==> config.mk <==
export PLATFORM = sky130hd
export DESIGN_NAME = ram_arb2_flat
export DESIGN_NICKNAME = d
export VERILOG_FILES = /design/src/rtl/ram_arb2_if.sv /design/src/rtl/ram_arb2.sv /design/src/flat_wrapper.sv
export SDC_FILE = /design/constraint.sdc
export NUM_CORES = 1
export LEC_CHECK = 0
export ABC_AREA = 1
export BUFFER_PORTS_ARGS = -buffer_cell sky130_fd_sc_hd__buf_4
export CAP_MARGIN = 20
export CORE_ASPECT_RATIO = 1.4
export CORE_UTILIZATION = 41
export CTS_CLUSTER_DIAMETER = 200
export CTS_CLUSTER_SIZE = 30
export DETAILED_ROUTE_END_ITERATION = 8
export PLACE_DENSITY = 0.77
export SETUP_SLACK_MARGIN = 0.2
export SYNTH_ARGS = -nofsm -noshare
export SYNTH_HDL_FRONTEND = slang
export SYNTH_SLANG_ARGS = --single-unit
==> constraint.sdc <==
create_clock -name clk -period 1.51 [get_ports clk]
set_clock_uncertainty 0.15 [all_clocks]
set_input_delay 0.151 -clock clk [delete_from_list [all_inputs] [get_ports clk]]
set_output_delay 0.151 -clock clk [all_outputs]
set_load 0.05 [all_outputs]
==> src/rtl/ram_arb2_if.sv <==
// Two-port requester bus plus the registered RAM control side
// of the ram_arb2 arbiter.
interface ram_arb2_if #(
    parameter int AWID = 8,
    parameter int DWID = 16
);
    logic            p0_req;
    logic            p0_we;
    logic            p0_lock;
    logic [AWID-1:0] p0_addr;
    logic [DWID-1:0] p0_wdata;
    logic            p0_gnt;
    logic            p0_rvalid;
    logic [DWID-1:0] p0_rdata;

    logic            p1_req;
    logic            p1_we;
    logic            p1_lock;
    logic [AWID-1:0] p1_addr;
    logic [DWID-1:0] p1_wdata;
    logic            p1_gnt;
    logic            p1_rvalid;
    logic [DWID-1:0] p1_rdata;

    logic            ram_we;
    logic [AWID-1:0] ram_addr;
    logic [DWID-1:0] ram_din;
    logic [DWID-1:0] ram_dout;

    modport slave (
        input  p0_req, p0_we, p0_lock, p0_addr, p0_wdata,
        input  p1_req, p1_we, p1_lock, p1_addr, p1_wdata,
        input  ram_dout,
        output p0_gnt, p0_rvalid, p0_rdata,
        output p1_gnt, p1_rvalid, p1_rdata,
        output ram_we, ram_addr, ram_din
    );

    modport master (
        output p0_req, p0_we, p0_lock, p0_addr, p0_wdata,
        output p1_req, p1_we, p1_lock, p1_addr, p1_wdata,
        output ram_dout,
        input  p0_gnt, p0_rvalid, p0_rdata,
        input  p1_gnt, p1_rvalid, p1_rdata,
        input  ram_we, ram_addr, ram_din
    );
endinterface

==> src/rtl/ram_arb2.sv <==
// Two-port round-robin RAM arbiter with bounded lock ownership
// and a 2-stage read-valid return pipeline.
module ram_arb2 #(
    parameter int DEPTH    = 256,
    parameter int AWID     = 8,
    parameter int DWID     = 16,
    parameter int MAX_LOCK = 16
) (
    input logic     clk,
    input logic     rst_n,
    ram_arb2_if.slave bus
);
    if (DEPTH > (1 << AWID)) begin : g_depth_chk
        $error("DEPTH exceeds address space");
    end

    typedef enum logic [1:0] {IDLE, OWN0, OWN1} state_t;

    state_t     state;
    state_t     state_nx;
    logic       last;
    logic [7:0] lock_cnt;
    logic       forced;
    logic       g0;
    logic       g1;
    logic [1:0] rv_v;
    logic [1:0] rv_p;

    always_comb begin
        state_nx = state;
        g0       = 1'b0;
        g1       = 1'b0;
        forced   = lock_cnt >= 8'(MAX_LOCK);
        unique case (state)
            IDLE: begin
                if (bus.p0_req && bus.p1_req) begin
                    g0 = last;
                    g1 = !last;
                end else begin
                    g0 = bus.p0_req;
                    g1 = bus.p1_req;
                end
                if (g0 && bus.p0_lock)
                    state_nx = OWN0;
                else if (g1 && bus.p1_lock)
                    state_nx = OWN1;
            end
            OWN0: begin
                if (forced) begin
                    // the waiting port wins the release cycle
                    g1       = bus.p1_req;
                    g0       = bus.p0_req && !bus.p1_req;
                    state_nx = IDLE;
                end else begin
                    g0 = bus.p0_req;
                    if (!bus.p0_lock)
                        state_nx = IDLE;
                end
            end
            OWN1: begin
                if (forced) begin
                    g0       = bus.p0_req;
                    g1       = bus.p1_req && !bus.p0_req;
                    state_nx = IDLE;
                end else begin
                    g1 = bus.p1_req;
                    if (!bus.p1_lock)
                        state_nx = IDLE;
                end
            end
            default: state_nx = IDLE;
        endcase
    end

    assign bus.p0_gnt = g0 && rst_n;
    assign bus.p1_gnt = g1 && rst_n;

    always_ff @(posedge clk or negedge rst_n) begin
        if (!rst_n) begin
            state    <= IDLE;
            last     <= 1'b1;
            lock_cnt <= '0;
        end else begin
            state <= state_nx;
            if (g0)
                last <= 1'b0;
            else if (g1)
                last <= 1'b1;
            if (state == IDLE)
                lock_cnt <= '0;
            else
                lock_cnt <= lock_cnt + 8'd1;
        end
    end

    always_ff @(posedge clk or negedge rst_n) begin
        if (!rst_n) begin
            bus.ram_we   <= 1'b0;
            bus.ram_addr <= '0;
            bus.ram_din  <= '0;
            rv_v         <= '0;
            rv_p         <= '0;
        end else begin
            if (g0) begin
                bus.ram_we   <= bus.p0_we;
                bus.ram_addr <= bus.p0_addr;
                bus.ram_din  <= bus.p0_wdata;
            end else if (g1) begin
                bus.ram_we   <= bus.p1_we;
                bus.ram_addr <= bus.p1_addr;
                bus.ram_din  <= bus.p1_wdata;
            end else begin
                bus.ram_we <= 1'b0;
            end
            rv_v[0] <= (g0 && !bus.p0_we) || (g1 && !bus.p1_we);
            rv_p[0] <= g1;
            rv_v[1] <= rv_v[0];
            rv_p[1] <= rv_p[0];
        end
    end

    assign bus.p0_rvalid = rv_v[1] && !rv_p[1];
    assign bus.p1_rvalid = rv_v[1] && rv_p[1];
    assign bus.p0_rdata  = bus.ram_dout;
    assign bus.p1_rdata  = bus.ram_dout;
endmodule
==> src/flat_wrapper.sv <==
// flat-port wrapper written by rule: the top's interface ports become plain ports
module ram_arb2_flat 
#(
    parameter int DEPTH    = 256,
    parameter int AWID     = 8,
    parameter int DWID     = 16,
    parameter int MAX_LOCK = 16
)
  (clk, rst_n, bus_p0_req, bus_p0_we, bus_p0_lock, bus_p0_addr, bus_p0_wdata, bus_p1_req, bus_p1_we, bus_p1_lock, bus_p1_addr, bus_p1_wdata, bus_ram_dout, bus_p0_gnt, bus_p0_rvalid, bus_p0_rdata, bus_p1_gnt, bus_p1_rvalid, bus_p1_rdata, bus_ram_we, bus_ram_addr, bus_ram_din);
  ram_arb2_if #(.AWID(AWID), .DWID(DWID)) bus_i ();
  input logic clk;
  input logic rst_n;
  input wire logic [$bits(bus_i.p0_req)-1:0] bus_p0_req;
  input wire logic [$bits(bus_i.p0_we)-1:0] bus_p0_we;
  input wire logic [$bits(bus_i.p0_lock)-1:0] bus_p0_lock;
  input wire logic [$bits(bus_i.p0_addr)-1:0] bus_p0_addr;
  input wire logic [$bits(bus_i.p0_wdata)-1:0] bus_p0_wdata;
  input wire logic [$bits(bus_i.p1_req)-1:0] bus_p1_req;
  input wire logic [$bits(bus_i.p1_we)-1:0] bus_p1_we;
  input wire logic [$bits(bus_i.p1_lock)-1:0] bus_p1_lock;
  input wire logic [$bits(bus_i.p1_addr)-1:0] bus_p1_addr;
  input wire logic [$bits(bus_i.p1_wdata)-1:0] bus_p1_wdata;
  input wire logic [$bits(bus_i.ram_dout)-1:0] bus_ram_dout;
  output wire logic [$bits(bus_i.p0_gnt)-1:0] bus_p0_gnt;
  output wire logic [$bits(bus_i.p0_rvalid)-1:0] bus_p0_rvalid;
  output wire logic [$bits(bus_i.p0_rdata)-1:0] bus_p0_rdata;
  output wire logic [$bits(bus_i.p1_gnt)-1:0] bus_p1_gnt;
  output wire logic [$bits(bus_i.p1_rvalid)-1:0] bus_p1_rvalid;
  output wire logic [$bits(bus_i.p1_rdata)-1:0] bus_p1_rdata;
  output wire logic [$bits(bus_i.ram_we)-1:0] bus_ram_we;
  output wire logic [$bits(bus_i.ram_addr)-1:0] bus_ram_addr;
  output wire logic [$bits(bus_i.ram_din)-1:0] bus_ram_din;
  assign bus_i.p0_req = bus_p0_req;
  assign bus_i.p0_we = bus_p0_we;
  assign bus_i.p0_lock = bus_p0_lock;
  assign bus_i.p0_addr = bus_p0_addr;
  assign bus_i.p0_wdata = bus_p0_wdata;
  assign bus_i.p1_req = bus_p1_req;
  assign bus_i.p1_we = bus_p1_we;
  assign bus_i.p1_lock = bus_p1_lock;
  assign bus_i.p1_addr = bus_p1_addr;
  assign bus_i.p1_wdata = bus_p1_wdata;
  assign bus_i.ram_dout = bus_ram_dout;
  assign bus_p0_gnt = bus_i.p0_gnt;
  assign bus_p0_rvalid = bus_i.p0_rvalid;
  assign bus_p0_rdata = bus_i.p0_rdata;
  assign bus_p1_gnt = bus_i.p1_gnt;
  assign bus_p1_rvalid = bus_i.p1_rvalid;
  assign bus_p1_rdata = bus_i.p1_rdata;
  assign bus_ram_we = bus_i.ram_we;
  assign bus_ram_addr = bus_i.ram_addr;
  assign bus_ram_din = bus_i.ram_din;
  ram_arb2 #(.DEPTH(DEPTH), .AWID(AWID), .DWID(DWID), .MAX_LOCK(MAX_LOCK)) u_core (.clk(clk), .rst_n(rst_n), .bus(bus_i));
endmodule
# Yosys cells after proc, flatten, opt, wreduce, memory -nomap -nowiden
# Index checks and enable logic that the tools add are counted.
# op_classes
n_mux,26
add_sub_neg,1
order_cmp,1
reduce_logical,21
n_eq_ne,5
# op_table
op,count
$mux W16,2
$mux W8,3
$mux W1,12
$mux W2,6
$logic_and A1 B1 Y1,11
$add A8 B1 Y8 const B,1
$ge A8 B5 Y1 const B,1
$logic_not A1 Y1,6
$ne A3 B2 Y1 const B,2
$pmux W1 S3,2
$pmux W2 S3,1
$ne A3 B1 Y1 const B,1
$reduce_and A3 Y1,1
$eq A2 B1 Y1 const B,1
$eq A2 B2 Y1 const B,1
$logic_not A2 Y1,1
$reduce_bool A2 Y1,1
$logic_or A1 B1 Y1,1
# word_totals
out_inout_bits,61
elab_cells,62
regBits,40

# Longest topological paths before layout
# depth
depth_word,7
ltp_mapped,10
ltp_nobuf,9

# Worst setup path before layout
# No wires, ideal clock.
# synth_timing
kind,reg2out
start,register u_core.lock_cnt[4]
end,output bus_p1_gnt
arrival_time_ns,1.835
path_slack_ns,-0.626
required_time_ns,1.209
path_stages_with_launch,7
path_buffers,1
cell_sequence,dfrtp_1 > nor2_2 > nand2_2 > a21oi_2 > nor2_8 > buf_2 > nor2_1
# synth_via
elab_chain_cells,4
word_cells_on_any_way,5
classes_between,order compare: 1; mux: 3; reduce/logical: 1
# synth_rtl
item,line,text
"start, declared",ram_arb2.sv:22,logic [7:0] lock_cnt;
"start signal, assigned",ram_arb2.sv:92,lock_cnt <= lock_cnt + 8'd1;
$ge A8 B5 Y1 *,ram_arb2.sv:33,forced = lock_cnt >= 8'(MAX_LOCK);
"$mux W1, on equally long branches","ram_arb2.sv:61, ram_arb2.sv:49",
$pmux W1 S3 *,ram_arb2.sv:34,unique case (state)
$logic_and A1 B1 Y1 *,ram_arb2.sv:76,assign bus.p1_gnt = g1 && rst_n;
"end, declared",flat_wrapper.sv:27,output wire logic [$bits(bus_i.p1_gnt)-1:0] bus_p1_gnt;
# Every way passes the cells marked *; elsewhere a longest branch is shown, timed or not.

# Final worst setup path
# layout_timing
start,register u_core.lock_cnt[5]
end,output bus_p0_gnt
# layout_via
elab_chain_cells,4
word_cells_on_any_way,5
classes_between,order compare: 1; mux: 3; reduce/logical: 1
# layout_rtl
item,line,text
$ge A8 B5 Y1 *,ram_arb2.sv:33,
"$mux W1, on equally long branches","ram_arb2.sv:61, ram_arb2.sv:49",
$pmux W1 S3 *,ram_arb2.sv:34,
$logic_and A1 B1 Y1 *,ram_arb2.sv:75,assign bus.p0_gnt = g0 && rst_n;
"end, declared",flat_wrapper.sv:24,output wire logic [$bits(bus_i.p0_gnt)-1:0] bus_p0_gnt;
# Marked as above.

==> impl_metrics.env <==
export IMPL_status="finished, violations left"
export IMPL_violations="hold timing, setup timing"
export IMPL_min_to="u_core.bus.ram_din[11]"
export IMPL_path_clk_slew_ns=0.08
export IMPL_synthCells=316
export IMPL_fin_area_sq_um=3910
export IMPL_grtUsageMet3_pct=4.85
export IMPL_grt_total_usage_pct=22.7
export IMPL_fin_ws_ns=-0.346
export IMPL_reg2reg_to="u_core.bus.ram_din[15]"
export IMPL_num_antenna_cells=0
export IMPL_synth_seq_cells=40
export IMPL_numCtsBuffers=5
export IMPL_synth_top_cell_by_area="dfrtp_1"
export IMPL_ir_worst_vdd_uv=1210
export IMPL_synth_edff_count=0
export IMPL_die_area_sq_um=6400
export IMPL_utilization_pct=66.6
export IMPL_worstSetupEndpointType="primary output"
export IMPL_rsz0062_at_grt="yes"
export IMPL_clock_path_buffers=2
export IMPL_hold_violations=1
export IMPL_power_leakage_nw=2.01
export IMPL_post_drt_via_cell_ratio=5.21
export IMPL_reg2regPathDepth=9
export IMPL_area_delta_synth_final_pct=56.9
export IMPL_antenna_found_initial=0
export IMPL_yosysSeqAreaShare_pct=40.2
export IMPL_synth_area_leaders="dfrtp_1, nand2_1, buf_4"
export IMPL_r2r_start="u_core.lock_cnt[5]"
export IMPL_cts_root_buf="clkbuf_8"
export IMPL_die_h_um=94.2
export IMPL_synth_xor_area_share_pct=0
export IMPL_synth_top_family_by_area="simple AND/OR/NAND/NOR gates"
export IMPL_die_w_um=67.9
export IMPL_worst_slew_pin_transition_ns=0.506
export IMPL_synth_top_area_share_pct=39.2
export IMPL_yosys_cell_types_count=28
export IMPL_grt_pass1_vias=2421
export IMPL_r2r_slack_ns=-0.35
export IMPL_io_buffers=84
export IMPL_place_congestion=0.888
export IMPL_clock_latency_ns=0.30
export IMPL_hpwlAfterDp_mm=4.45
export IMPL_drtPass1Iterations=4
export IMPL_grt_overflow_total=0
export IMPL_powerDensity_nw_per_um2=2060
export IMPL_setup_tns_ns=-8.85
export IMPL_placed_cell_area_sq_um=3130
export IMPL_fmax_mhz=539
export IMPL_synth_flop_cell="dfrtp_1"
export IMPL_grt_max_degree=41
export IMPL_synth_compound_area_share_pct=3.82
export IMPL_worstPathRequired_ns=1.21
export IMPL_dp_slack_ns=-0.243
export IMPL_met1_usage_pct=25.4
export IMPL_cp_arrival_ns=1.56
export IMPL_ioPinCount=133
export IMPL_muxShareOfSynthArea_pct=0
export IMPL_grt_busiest_layer="met2"
export IMPL_hold_path_startpoint="bus_p0_wdata[11]"
export IMPL_syn_num_nets=390
export IMPL_wl_mm=7.56
export IMPL_slew_headroom_pct=66.3
export IMPL_whs_path_depth=5
export IMPL_synthArstFlopShare_pct=100
export IMPL_ant_nets=0
export IMPL_clock_sinks=40
export IMPL_fill_cells=478
export IMPL_syn_avg_cell_area_sq_um=7.88
export IMPL_synth_area_sq_um=2490
export IMPL_htree_levels=2
export IMPL_cts_tree="built"
export IMPL_post_route_min_period_ns=1.86
export IMPL_drtIter0Drc=119
export IMPL_core_area_sq_um=5860
export IMPL_startpoint_type="register"
export IMPL_rows=33
export IMPL_synth_fa_ha_area_share_pct=1.00
export IMPL_drc=0
export IMPL_nNetsFinal=490
export IMPL_critPathMaxFanout=6
export IMPL_wl_per_cell_um=15.5
export IMPL_start_util_pct=42.5
export IMPL_min_path_type="input pin to register"
export IMPL_yosys_area_share_simple_pct=38.7
export IMPL_yosysWarnings=0
export IMPL_maxCapViolations=0
export IMPL_holdWs_ns=-0.000276
export IMPL_finalSetupViolations=31
export IMPL_drive_gt1_share_pct=52.0
export IMPL_drv_slew=0
export IMPL_min_period_over_period_pct=123
export IMPL_setup_worst_path_class="register to primary output"
export IMPL_grt_pass1_wl_mm=10.8
export IMPL_grt_use_met2_pct=38.6
export IMPL_via_count=2539
flip-flops by register name, indices dropped and copies added, names as in the netlist:
name / count
u_core.lock_cnt: 8
u_core.last: 1
u_core.state: 2
u_core.bus.ram_we: 1
u_core.rv_v: 2
u_core.bus.ram_addr: 8
u_core.bus.ram_din: 16
u_core.rv_p: 2
report_power, final:
| group | leakage (nW) | switching, mW | internal, mW |
|---|---|---|---|
| sequential | 0.500 | 0.343 | 1.52 |
| clock | 0.0784 | 0.406 | 0.827 |
| combinational | 1.43 | 3.11 | 1.82 |
| total | 2.01 | 3.86 | 4.17 |
worst max-delay path, cell delays in order, from the launching register on:
cell and delay (ns):
dfrtp_1 0.42, nor2_4 0.18, nand2_4 0.13, a21oi_4 0.21
nor2_8 0.07, nor2_4 0.09, buf_8 0.15
worst max-delay path by stage:
stage | slack, ns | cells after the start | start | end
final | -0.35 | 6 | u_core.lock_cnt[5] | bus_p0_gnt
after floorplan | -0.17 | 6 | u_core.lock_cnt[5] | bus_p0_gnt
after global routing | -0.39 | 6 | u_core.lock_cnt[5] | bus_p1_gnt
after global placement | -0.20 | 9 | u_core.lock_cnt[5] | u_core.bus.ram_addr[1]
after CTS | -0.31 | 7 | u_core.state[1] | bus_p1_gnt
after detailed placement | -0.24 | 9 | u_core.lock_cnt[7] | u_core.bus.ram_din[4]
cells in the mapped netlist, types with 3 or more instances:
master and number:
a21oi_1 4, buf_2 8, buf_4 34, dfrtp_1 39, inv_1 12, inv_2 3
nand2_1 114, nand2_2 4, nand3_1 29, nand4_1 25, nor2_1 12, nor2_2 4
o21ai_0 6
cell usage in the layout, fill, tap and decap left out, drive strengths merged:
cell,netlist,layout
inv,15,15
nor3,1,1
buf,46,121
nand3,31,32
bufinv,0,3
clkbuf,0,6
ha,2,2
nand2,121,122
nor2,19,19
dfrtp,39,39
a21oi,6,6
o22ai,2,2
nand4,25,25
o21ai,7,7
dfstp,1,1
and3,1,1
dlygate4sd3,0,15
area by class of cell:
type | count | area (sq um) | area share [%]
clock buffers | 5 | 68.8 | 1.76
clock inverters | 3 | 90.1 | 2.31
inverters | 15 | 63.8 | 1.63
multi-input cells | 217 | 1410 | 36.0
flip-flops and latches | 40 | 1010 | 25.8
well taps | 70 | 87.6 | 2.24
repair buffers | 137 | 1180 | 30.3
stage by stage:
stage               std cells  total power [mW]
floorplan                 316              5.07
global placement          446              5.85
detailed placement        446              5.93
CTS                       481              7.51
global route              487              8.47
finish                    487              8.03
kinds of logic after synthesis:
logic type               Yosys count
buffers and inverters             61
AND/OR/NAND/NOR                  198
AO/OA/AOI/OAI                     15
flip-flops                        40
adder cells (fa/ha/maj)            2
routing by layer:
metal,wire [um],part of all wire [%]
met5,0,0
met1,2830,37
met3,393,5.2
met4,314,4.2
met2,4020,53
repair_timing:
action / CTS / global route
resized for setup: 25 / 57
endpoints found under the setup margin: 35 / 39
gates cloned: 2 / 2
buffers inserted: 10 / 4
hold buffers: 15 / 0
pin swaps: 12 / 18
hold endpoints to repair: 53 / 0
(Power assumes the default switching activity.)
